===== src/rtl/button_conditioner.sv =====
// Push-button conditioner: synchroniser, debouncer, press/release strobes.
// Define BUTTON_LONG_PRESS_EN to build the hold counter that drives long_o.
module button_conditioner #(
  parameter int DEBOUNCE_COUNT = 300000,
  parameter int LONG_COUNT     = 30000000 - 1,
  parameter bit ACTIVE_LOW     = 1'b1
) (
  input  logic clock_i,
  input  logic reset_i,
  input  logic button_i,
  output logic level_o,
  output logic press_o,
  output logic release_o,
  output logic long_o
);

  localparam int DW = $clog2(DEBOUNCE_COUNT + 1);
  localparam logic [DW-1:0] DB_LAST = DW'(DEBOUNCE_COUNT - 1);

  typedef enum logic {
    IDLE    = 1'b0,
    PRESSED = 1'b1
  } state_t;

  state_t        state_q, state_d;
  logic          sync1_q, sync1_d;
  logic          sync2_q, sync2_d;
  logic [DW-1:0] db_cnt_q, db_cnt_d;
  logic          press_q, press_d;
  logic          release_q, release_d;
  logic          pressed_raw;

  assign pressed_raw = ACTIVE_LOW ? ~button_i : button_i;

  always_ff @(posedge clock_i) begin
    if (reset_i) begin
      state_q   <= IDLE;
      sync1_q   <= 1'b0;
      sync2_q   <= 1'b0;
      db_cnt_q  <= '0;
      press_q   <= 1'b0;
      release_q <= 1'b0;
    end else begin
      state_q   <= state_d;
      sync1_q   <= sync1_d;
      sync2_q   <= sync2_d;
      db_cnt_q  <= db_cnt_d;
      press_q   <= press_d;
      release_q <= release_d;
    end
  end

  // Any cycle where the synchronised pin agrees with the state discards the partial count.
  always_comb begin
    sync1_d   = pressed_raw;
    sync2_d   = sync1_q;
    state_d   = state_q;
    db_cnt_d  = '0;
    press_d   = 1'b0;
    release_d = 1'b0;
    case (state_q)
      IDLE: begin
        if (sync2_q) begin
          if (db_cnt_q == DB_LAST) begin
            state_d = PRESSED;
            press_d = 1'b1;
          end else begin
            db_cnt_d = db_cnt_q + DW'(1);
          end
        end
      end
      PRESSED: begin
        if (!sync2_q) begin
          if (db_cnt_q == DB_LAST) begin
            state_d   = IDLE;
            release_d = 1'b1;
          end else begin
            db_cnt_d = db_cnt_q + DW'(1);
          end
        end
      end
      default: state_d = IDLE;
    endcase
  end

  assign level_o   = (state_q == PRESSED);
  assign press_o   = press_q;
  assign release_o = release_q;

`ifdef BUTTON_LONG_PRESS_EN
  localparam int LW = $clog2(LONG_COUNT + 1);
  localparam logic [LW-1:0] LONG_LAST = LW'(LONG_COUNT - 1);
  localparam logic [LW-1:0] LONG_FULL = LW'(LONG_COUNT);

  logic [LW-1:0] hold_q, hold_d;
  logic          long_q, long_d;

  always_ff @(posedge clock_i) begin
    if (reset_i) begin
      hold_q <= '0;
      long_q <= 1'b0;
    end else begin
      hold_q <= hold_d;
      long_q <= long_d;
    end
  end

  // The counter parks at LONG_COUNT so a single hold yields a single pulse.
  always_comb begin
    hold_d = '0;
    long_d = 1'b0;
    if (state_q == PRESSED) begin
      long_d = (hold_q == LONG_LAST);
      hold_d = (hold_q == LONG_FULL) ? hold_q : hold_q + LW'(1);
    end
  end

  assign long_o = long_q;
`else
  assign long_o = 1'b0;
`endif

endmodule

===== config.mk =====
export PLATFORM = sky130hd
export DESIGN_NAME = button_conditioner
export DESIGN_NICKNAME = d
export VERILOG_FILES = /design/src/rtl/button_conditioner.sv
export SDC_FILE = /design/constraint.sdc
export NUM_CORES = 1
export LEC_CHECK = 0
export CORE_MARGIN = 2
export CORE_UTILIZATION = 25
export CTS_CLUSTER_DIAMETER = 100
export DETAILED_ROUTE_END_ITERATION = 7
export GPL_TIMING_DRIVEN = 0
export PLACE_DENSITY = 0.37
export SYNTH_ARGS = -nofsm -noshare
export SYNTH_HDL_FRONTEND = slang
export SYNTH_SLANG_ARGS = --single-unit

===== constraint.sdc =====
create_clock -name clock_i -period 2.6 [get_ports clock_i]
set_input_delay 0.52 -clock clock_i [delete_from_list [all_inputs] [get_ports clock_i]]
set_output_delay 0.52 -clock clock_i [all_outputs]
set_load 0.02 [all_outputs]

## Word-level counts from Yosys, hierarchy flattened

Cells that the tools add are included.

- Register bits after elaboration: 24
- Input port bits: 3
- Output and inout bits: 4
- Logic and storage cells: 21

- Add/subtract/negate cells: 1
- Mux-type cells: 9
- Bitwise operators: 2
- Reductions and logical operators: 2
- Equal/unequal tests: 1

Operators with widths:

| cell | count |
|---|---|
| 2-to-1 mux 19 bit | 3 |
| case mux 19 bit (2 select lines) | 1 |
| adder 19 x 1 -> 19 bit, second input constant | 1 |
| == test 19 bit, second input constant | 1 |
| 2-to-1 mux 1 bit | 4 |
| OR reduction 3 bit | 1 |
| inverter 1 bit | 2 |
| case mux 1 bit (2 select lines) | 1 |
| OR reduction 2 bit | 1 |

## Depth between registers and ports, before layout

- Depth in word-level cells: 4
- Depth in mapped cells: 6
- Mapped depth without buffers: 5

## Least setup slack after synthesis

OpenSTA, ideal clock, no wires.

- Path kind: reg2reg
- From: register db_cnt_q[0]
- To: register db_cnt_q[18]
- Stages on the path, launching flop included: 6
- Period minus slack after synthesis: 1.740 ns
- Required time: 2.530 ns
- Library setup time: 0.070 ns
- Data arrival time: 1.670 ns
- Setup slack: 0.860 ns
- Buffers on the path: 0
- Cell sequence: dfxtp_1 > ha_1 > and4_1 > nand4_2 > or4_1 > a21oi_1

- Word-level cells in the longest chain between the ends: 4
- Elaborated cells on any way between the ends: 6
- Those cells by class: add/sub: 1; eq/ne: 1; mux: 4

Ends and longest elaborated chain:

| what | RTL line | source |
|---|---|---|
| from (decl) | 28 | `logic [DW-1:0] db_cnt_q, db_cnt_d;` |
| from (signal assigned) | 47 | `db_cnt_q <= db_cnt_d;` |
| adder 19 x 1 -> 19 bit / == test 19 bit (equally long branches) | - |  |
| 2-to-1 mux 19 bit * | 64, 74 |  |
| 2-to-1 mux 19 bit (on tied branches) | 73, 63 |  |
| case mux 19 bit (2 select lines) * | 61 | `case (state_q)` |

Every way passes the cells marked *; elsewhere a longest branch is shown, timed or not.
A chain may end at the register's enable or synchronous reset.

## Final worst setup path

- From: register db_cnt_q[0]
- To: register db_cnt_q[5]

Same word-level chain as after synthesis.

==> key figures <==
Outcome
  • Status: completed

Power
  • Net switching power: 129 µW
  • Internal cell power: 510 µW
  • Pleak: 0.000365 µW
  • Share of total power in combinational logic: 1.8%
  • Maximum vdd ir drop: 0.134 mV
  • Power density normalized to cell area: 526 nW/µm²
  • Proportion of power drawn by flip-flops and latches: 58.0%
  • Clk pwr share: 40.1%
  • Fraction of power spent switching nets: 20.2%

Floorplanning
  • Die boundary height: 68.6 µm
  • Die Area: 4710 µm²
  • Core box area: 4000 µm²
  • Row Count: 23
  • Die extent in x: 68.6 µm
  • Boundary pin count: 7
  • Initial core utilization: 26.1%

Logic synthesis
  • Cell Area, Synth: 1040 µm²
  • Synth warnings: 0
  • Total nets after synthesis: 121
  • Proportion of synthesized chip area in sequential cells: 46.0%
  • Library cells used by synthesis: 31
  • Number of flip-flops and latches in the synthesized netlist: 24
  • Post-Syn Instances: 117
  • Synth Area per Inst: 8.93 µm²

STA
  • Period Utilization, post-route: 82.0%
  • Shortest clock period the worst path allows after layout: 2.13 ns
  • Max-slew violation count: 0
  • Final Hold Viols: 0
  • Clock tree skew after final layout: 0.00569 ns
  • Achievable frequency: 469 MHz
  • Count of final setup violators: 0
  • RSZ-0062 raised after global routing: false
  • Post-layout worst setup margin: 0.468 ns
  • Accumulated negative setup slack: 0 ns

Place
  • Count of port buffers added during placement: 5
  • Setup WS pre-CTS: 0.468 ns
  • Final weighted congestion in routability-driven placement: 0.696
  • DPL Wire Length: 1.50 mm

Setup path
  • Top cell family by delay on the critical path: simple AND/OR/NAND/NOR gates
  • Stage delay of the slowest cell on the critical path: 0.43 ns
  • Crit path launch type: register
  • Type of the worst setup path: register to register
  • Peak fanout along the critical path: 10
  • Worst Path Required: 2.75 ns
  • Cell with the biggest individual delay on the critical path: sky130_fd_sc_hd__o21ai_2
  • Number of buffers and inverters on the critical path: 1
  • Critical path cell sequence: ha_1, and4_1, nand3_1, o21ai_2, buf_2, nor2_1
  • Worst endpoint data arrival time: 2.29 ns
  • Critical Path End Type: register

Cells and area
  • Register area: 480 µm²
  • Number of nets in the layout: 131
  • Most frequent standard cell in the layout excluding fill and tap cells: sky130_fd_sc_hd__dfxtp_1
  • Share of cells above drive strength 1: 9.52%
  • Area of the multi-input gates: 536 µm²
  • Layout overhead on the synthesized area: 16.0%
  • Most used cells in the layout excluding fill and tap cells: 24 x sky130_fd_sc_hd__dfxtp_1, 16 x sky130_fd_sc_hd__nor2_1, 7 x sky130_fd_sc_hd__a21oi_1
  • Antenna diode instance count: 0
  • Fill cell instance count of the final layout: 430

Routing
  • Via count normalized by instance count: 4.79
  • Detailed Route WL: 2.08 mm
  • Drt pass-1 iters: 4
  • Initial drt markers: 49
  • DRC: 0
  • Average detailed-routed wire length per instance: 11.8 µm
  • Routed via count: 843
  • Post-route ant nets: 0

Clock network
  • Number of setup buffers added after CTS: 0
  • Clock edge transition at the registers on the reported setup and hold paths: 0.09 ns
  • Hold_buf cts: 0
  • Clock buffers created by TritonCTS: 3
  • Clock tree from TritonCTS: built
  • Cell at the root of the clock tree: sky130_fd_sc_hd__clkbuf_8
  • Clk_lat worst skew: 0.26 ns
  • Number of resized instances in the post-cts repair step: 0
  • Clk sinks: 24
  • Htree depth: 1
  • Worst-case clock buffer depth: 2

GRT
  • Total congestion overflow after global routing: 0
  • Number of global-route vias before repair: 807
  • Global-route wire length before repair: 3.66 mm
  • Number of antenna violations at the first check in global routing: 0
  • Global-route total usage across every layer: 10.4%
  • Largest net degree at the start of global routing: 14

Worst hold path
  • Class of the most critical hold timing path: register to register

Flow run
  • MaxCap Viol Count: 0
[area by class of cell]
cell class | count | share of cell area, %
repair buffers | 5 | 4.13
clock buffers | 4 | 4.54
inverters | 2 | 0.619
flip-flops and latches | 24 | 39.6
multi-input cells | 87 | 44.2
well taps | 50 | 5.16
plain buffers | 4 | 1.75
[stage by stage]
| step | cells | area [µm²] | utilization, % | hold slack, ns | power (µW) |
|---|---|---|---|---|---|
| detailed placement | 172 | 1160 | 28.9 | 0.428 | 391 |
| global route | 176 | 1210 | 30.3 | 0.468 | 665 |
| finish | 176 | 1210 | 30.3 | 0.449 | 638 |
| floorplan | 117 | 1040 | - | 0.414 | 385 |
| CTS | 176 | 1210 | 30.3 | 0.457 | 647 |
| global placement | 172 | 1160 | 28.9 | 0.425 | 391 |
[path summary, 6_finish.rpt]
check / start / endpoint / slack [ns] / cells after the start
hold / removal: sync1_q / sync2_q / 0.45 / 1
setup reg to reg: db_cnt_q[0] / db_cnt_q[5] / 0.47 / 6
hold reg to reg: sync1_q / sync2_q / 0.45 / 1
setup / recovery: db_cnt_q[0] / db_cnt_q[5] / 0.47 / 6
[registers in the layout, summed over array words and instances, names as in the netlist, named ones only]
| name | count |
|---|---|
| sync2_q | 1 |
| sync1_q | 1 |
| press_o | 1 |
| db_cnt_q | 19 |
| release_o | 1 |
[Yosys cell counts]
master | instances | share of area, %
sky130_fd_sc_hd__nor2_1 | 16 | 5.7
sky130_fd_sc_hd__nand2_1 | 6 | 2.2
sky130_fd_sc_hd__xor2_1 | 6 | 5.0
sky130_fd_sc_hd__nand3_2 | 2 | 1.9
sky130_fd_sc_hd__nor4b_1 | 2 | 1.7
sky130_fd_sc_hd__and3_1 | 3 | 1.8
sky130_fd_sc_hd__and4_1 | 1 | 0.84
sky130_fd_sc_hd__a21oi_1 | 7 | 3.4
sky130_fd_sc_hd__nand4_2 | 1 | 1.2
sky130_fd_sc_hd__o21ai_2 | 1 | 0.84
sky130_fd_sc_hd__nand3_1 | 4 | 1.9
sky130_fd_sc_hd__nor2b_1 | 1 | 0.60
sky130_fd_sc_hd__clkbuf_1 | 1 | 0.36
sky130_fd_sc_hd__ha_1 | 1 | 1.2
sky130_fd_sc_hd__nor3_1 | 4 | 1.9
sky130_fd_sc_hd__or4_1 | 1 | 0.72
sky130_fd_sc_hd__buf_2 | 2 | 0.96
sky130_fd_sc_hd__or4_4 | 1 | 1.1
sky130_fd_sc_hd__xnor2_1 | 6 | 5.0
sky130_fd_sc_hd__buf_4 | 1 | 0.72
sky130_fd_sc_hd__nand4_1 | 6 | 3.6
sky130_fd_sc_hd__inv_1 | 2 | 0.72
sky130_fd_sc_hd__o21ai_0 | 5 | 2.4
sky130_fd_sc_hd__nor4bb_1 | 1 | 0.96
sky130_fd_sc_hd__or3_1 | 5 | 3.0
sky130_fd_sc_hd__o31ai_1 | 1 | 0.72
sky130_fd_sc_hd__nand2b_1 | 2 | 1.2
sky130_fd_sc_hd__nand4b_1 | 1 | 0.84
sky130_fd_sc_hd__dfxtp_1 | 24 | 46
sky130_fd_sc_hd__conb_1 | 1 | 0.36
sky130_fd_sc_hd__nor4_1 | 2 | 1.2
[logic make-up after synthesis]
group / Yosys count / share of synthesized area (%)
AO/OA/AOI/OAI: 14 / 7.31
AND/OR/NAND/NOR: 59 / 32.3
adder cells (fa/ha/maj): 1 / 1.20
buffers and inverters: 6 / 2.75
other: 1 / 0.359
flip-flops: 24 / 46.0
XOR/XNOR: 12 / 10.1
[power by group through the flow]
stage / clock network [µW] / logic (µW) / registers [µW]
3_3_place_gp: 0 / 11.8 / 379
2_1_floorplan: 0 / 6.40 / 379
6_report: 256 / 11.8 / 370
4_1_cts: 265 / 11.9 / 370
5_1_grt: 281 / 12.9 / 371
3_5_place_dp: 0 / 11.8 / 379
[routing by layer]
metal | global-route usage [%] | share of wire [%] | routed length [µm] | up-vias
li1 | - | - | - | 429
met1 | 13.7 | 49 | 1020 | 403
met2 | 16.1 | 46 | 952 | 9
met3 | 1.95 | 3.6 | 74 | 2
met4 | 5.25 | 1.2 | 25 | 0
met5 | 0 | 0 | 0 | -
(Power assumes the default switching activity.)
==> patch 1, RTL diff (same flow settings) <==
Add a define of `BUTTON_LONG_PRESS_EN`.
--- a/src/rtl/button_conditioner.sv
+++ b/src/rtl/button_conditioner.sv
@@ -1,5 +1,7 @@
 // Push-button conditioner: synchroniser, debouncer, press/release strobes.
 // Define BUTTON_LONG_PRESS_EN to build the hold counter that drives long_o.
+`define BUTTON_LONG_PRESS_EN
+
 module button_conditioner #(
   parameter int DEBOUNCE_COUNT = 300000,
   parameter int LONG_COUNT     = 30000000 - 1,
Function: no difference found for any inputs over 10 cycles, from zero or initial values and one cycle with reset_i high; that may be too few to reach the edited logic, so the function may still have changed.
==> patch 1 against the unedited design <==
Area after synthesis up 110%; clock power increased by 73%; final area increased by 100%; setup slack lost 0.034 ns; power increased by 91%; routed wire length is 120% higher; count of clock-buffer cells in the layout grew 2; sequential cell count is 26 higher; highest routed layer unchanged.
==> patch 1: results <==
set metrics [dict create \
    use_met1 0.1429 \
    vias_per_cell 4.604 \
    synthDistinctLibCells 34 \
    syn-num-nets 249 \
    antenna_found_initial 0 \
    status "complete, no violations" \
    max_slew_margin 0.4517 \
    fin_skew_ns 0.01415 \
    met2_usage 0.1538 \
    p_leak_nw 0.7665 \
    seq_area_frac_synth 0.4569 \
    wirelength_um 4528 \
    finalNetCount 262 \
    cts_buffers 5 \
    port_buffers 6 \
    drive_above_1_share 0.06641 \
    worst_path_max_delay_cell "dfxtp_1" \
    synth_area_leaders "dfxtp_1 (46%), xor2_1 (10%), nor2_1 (7.9%)" \
    critical_path.max_stage_delay_ns 0.39 \
    drtIter0Drc 41 \
    grt_max_degree 15 \
    yosys_warnings 0 \
    dpl.hpwl_um 3179 \
    clk_latency_ns 0.30 \
    grt_pass1_wl_um 7893 \
    arrival_ns 2.35 \
    postPlaceCellArea_um2 2386 \
    fillers 955 \
    place.gp.congestion 0.7233 \
    grt_usage 0.1022 \
    grt_pass1_vias 1619 \
    peakVddDrop_mv 0.1781 \
    yosys-top-cells-count "dfxtp_1 (50), nor2_1 (46), xor2_1 (25), nand3_1 (16)" \
    h-tree-depth 2 \
    grt_util_met3 0.02446 \
]
## patch 1: cell types whose count changed after synthesis, sizes merged, moves of 6 or more
cell   change
nand2      +6
xor2      +19
and3       +6
xnor2      +6
nand3     +12
dfxtp     +26
nor2      +31
## patch 1: kinds of logic after synthesis
logic type,Yosys count,synth area share
xor gates and xnor gates,37,0.1479
AOI/OAI and AO/OA,15,0.04226
and+or+nand+nor,128,0.3158
DFF,50,0.4569
buffers and inverters,10,0.01999
adders and majority gates,3,0.01713
## patch 1: path summary, 6_finish.rpt
check	start	end	slack, ns	cells after the start
setup / recovery	db_cnt_q[0]$_SDFF_PP0_	db_cnt_q[12]$_SDFF_PP0_	0.43	8
hold / removal	sync1_q$_SDFF_PP0_	sync2_q$_SDFF_PP0_	0.44	1
setup reg to reg	db_cnt_q[0]$_SDFF_PP0_	db_cnt_q[12]$_SDFF_PP0_	0.43	8
hold reg to reg	sync1_q$_SDFF_PP0_	sync2_q$_SDFF_PP0_	0.44	1
## patch 1: worst reg2reg max path, stage by stage (launching register included)
cell and delay [ns]:
dfxtp_1 0.39, ha_1 0.23, and4_1 0.25, and3_1 0.15, buf_2 0.16, nand3_1 0.22, nand2_1 0.34, buf_4 0.25
nor2_1 0.07
## patch 1: report_power, final
group	switching, mW	internal (mW)	leakage [nW]	total [mW]
logic	0.00470	0.00490	0.326	0.00960
clock network	0.257	0.185	0.0373	0.443
registers	0.00122	0.767	0.403	0.768
## patch 1: routing by layer
layer  wire [um]  vias to the layer above
met5           0                        -
met4          57                        0
met3          96                        4
met2        1977                       16
met1        2396                      793
li1            -                      863
## patch 1: stage by stage
stage	std cells	worst slack (ns)	total power, mW	utilization	hold WS, ns
finish	364	0.4342	1.220	0.2870	0.4447
global route	364	0.1999	1.285	0.2870	0.4571
CTS	364	0.3806	1.250	0.2870	0.4515
detailed placement	357	0.3899	0.7960	0.2777	0.4278
global placement	357	0.3779	0.7959	0.2777	0.4172
floorplan	243	0.8702	0.7903	-	0.4138
## patch 1: cell type report
type,instances,area share
Timing Repair Buffer,6,0.02435
Sequential cell,50,0.4059
Tap cell,108,0.05479
Clock inverter,1,0.003044
Multi-Input combinational cell,183,0.4647
Buffer,6,0.01167
Inverter,4,0.006088
Clock buffer,6,0.02943
==> patch 2, RTL diff (same flow settings) <==
Made on the original files. Put a register stage on the output `level_o`, without a reset. The value now appears one clock later. The other outputs are not delayed to match.
--- a/src/rtl/button_conditioner.sv
+++ b/src/rtl/button_conditioner.sv
@@ -83,7 +83,9 @@
     endcase
   end
 
-  assign level_o   = (state_q == PRESSED);
+  always_ff @(posedge clock_i) begin
+    level_o <= (state_q == PRESSED);
+  end
   assign press_o   = press_q;
   assign release_o = release_q;
 
Check against the original RTL: no difference found for any inputs over 10 cycles, from zero or initial values and one cycle with reset_i high; that may be too few to reach the edited logic, so the function may still have changed.
==> patch 2 against the unedited design <==
Worst hold slack worse by 0.055 ns; routed wire length is 0.91% higher; power is 2.7% lower; setup slack better by 0.0019 ns; die area is 1.8% higher; area after synthesis is 1.9% higher; sequential cell count is 1 higher; sequential power is 4% higher; fmax hardly changed; via count is 0.12% lower; final area is 0.83% higher; clock power is 13% lower.
==> patch 2: results <==
set metrics [dict create \
    grt_pass1_wl_um 3801 \
    dpl.hpwl_um 1547 \
    syn-num-nets 122 \
    hold_depth 0 \
    status "complete, no violations" \
    arrival_ns 2.29 \
    hold_slack_ns 0.3937 \
    whs_endpoint "level_o$_DFF_P_" \
    postPlaceCellArea_um2 1177 \
    place.gp.congestion 0.6588 \
    dp.cells 173 \
    synth_compound_area_frac 0.07168 \
    synth_xor_area_frac 0.09871 \
    finalNetCount 132 \
    peakVddDrop_mv 0.2427 \
    grt_pass1_vias 814 \
    p_leak_nw 0.3672 \
    yosys.area_share.adder 0.01175 \
    grt_usage 0.09833 \
    fillers 406 \
    finalSetupViolCount 0 \
    wl_per_cell_um 11.84 \
    drcViolationCount 0 \
    netlist_instances 118 \
    seq_area_frac_synth 0.4700 \
    drtIter0Drc 41 \
    fin_skew_ns 0.001056 \
    dr.pass1.iters 4 \
    yosys-top-cells-count "dfxtp_1 (25), nor2_1 (16), a21oi_1 (7)" \
    vias 842 \
    synth_area_leaders "dfxtp_1 (47%), nor2_1 (5.6%), xnor2_1 (4.9%)" \
    drive_above_1_share 0.08661 \
    timing.final.ws_setup_ns 0.4701 \
    vias_per_cell 4.757 \
]
==> patch 2: layer usage <==
metal	track usage	up-vias	part of all wire
met5	0	-	0
met4	0.02614	0	0.0048
met3	0.03488	2	0.025
met2	0.1581	7	0.47
met1	0.1248	398	0.50
li1	-	435	-
==> patch 2: final cells by class <==
type                       instances  area, um^2  area share
clock buffer                       4       45.04     0.03685
sequential                        25       500.5      0.4094
tap                               50       62.56     0.05118
inverter                           2       7.507    0.006141
timing repair buffer               5       50.05     0.04094
multi-input combinational         87       535.5      0.4381
buffer                             4       21.27     0.01740
==> patch 2: critical path: stages, from the launching register on <==
cell     delay, ns
dfxtp_1       0.44
ha_1          0.24
and4_1        0.34
nand3_1       0.18
o21ai_2       0.43
buf_2         0.31
nor2_1        0.07
==> patch 2: power by group <==
group | total (mW) | internal (mW) | switching [mW] | leakage (nW)
combinational | 0.0120 | 0.00537 | 0.00658 | 0.143
sequential | 0.386 | 0.384 | 0.00132 | 0.202
clock | 0.223 | 0.109 | 0.114 | 0.0228
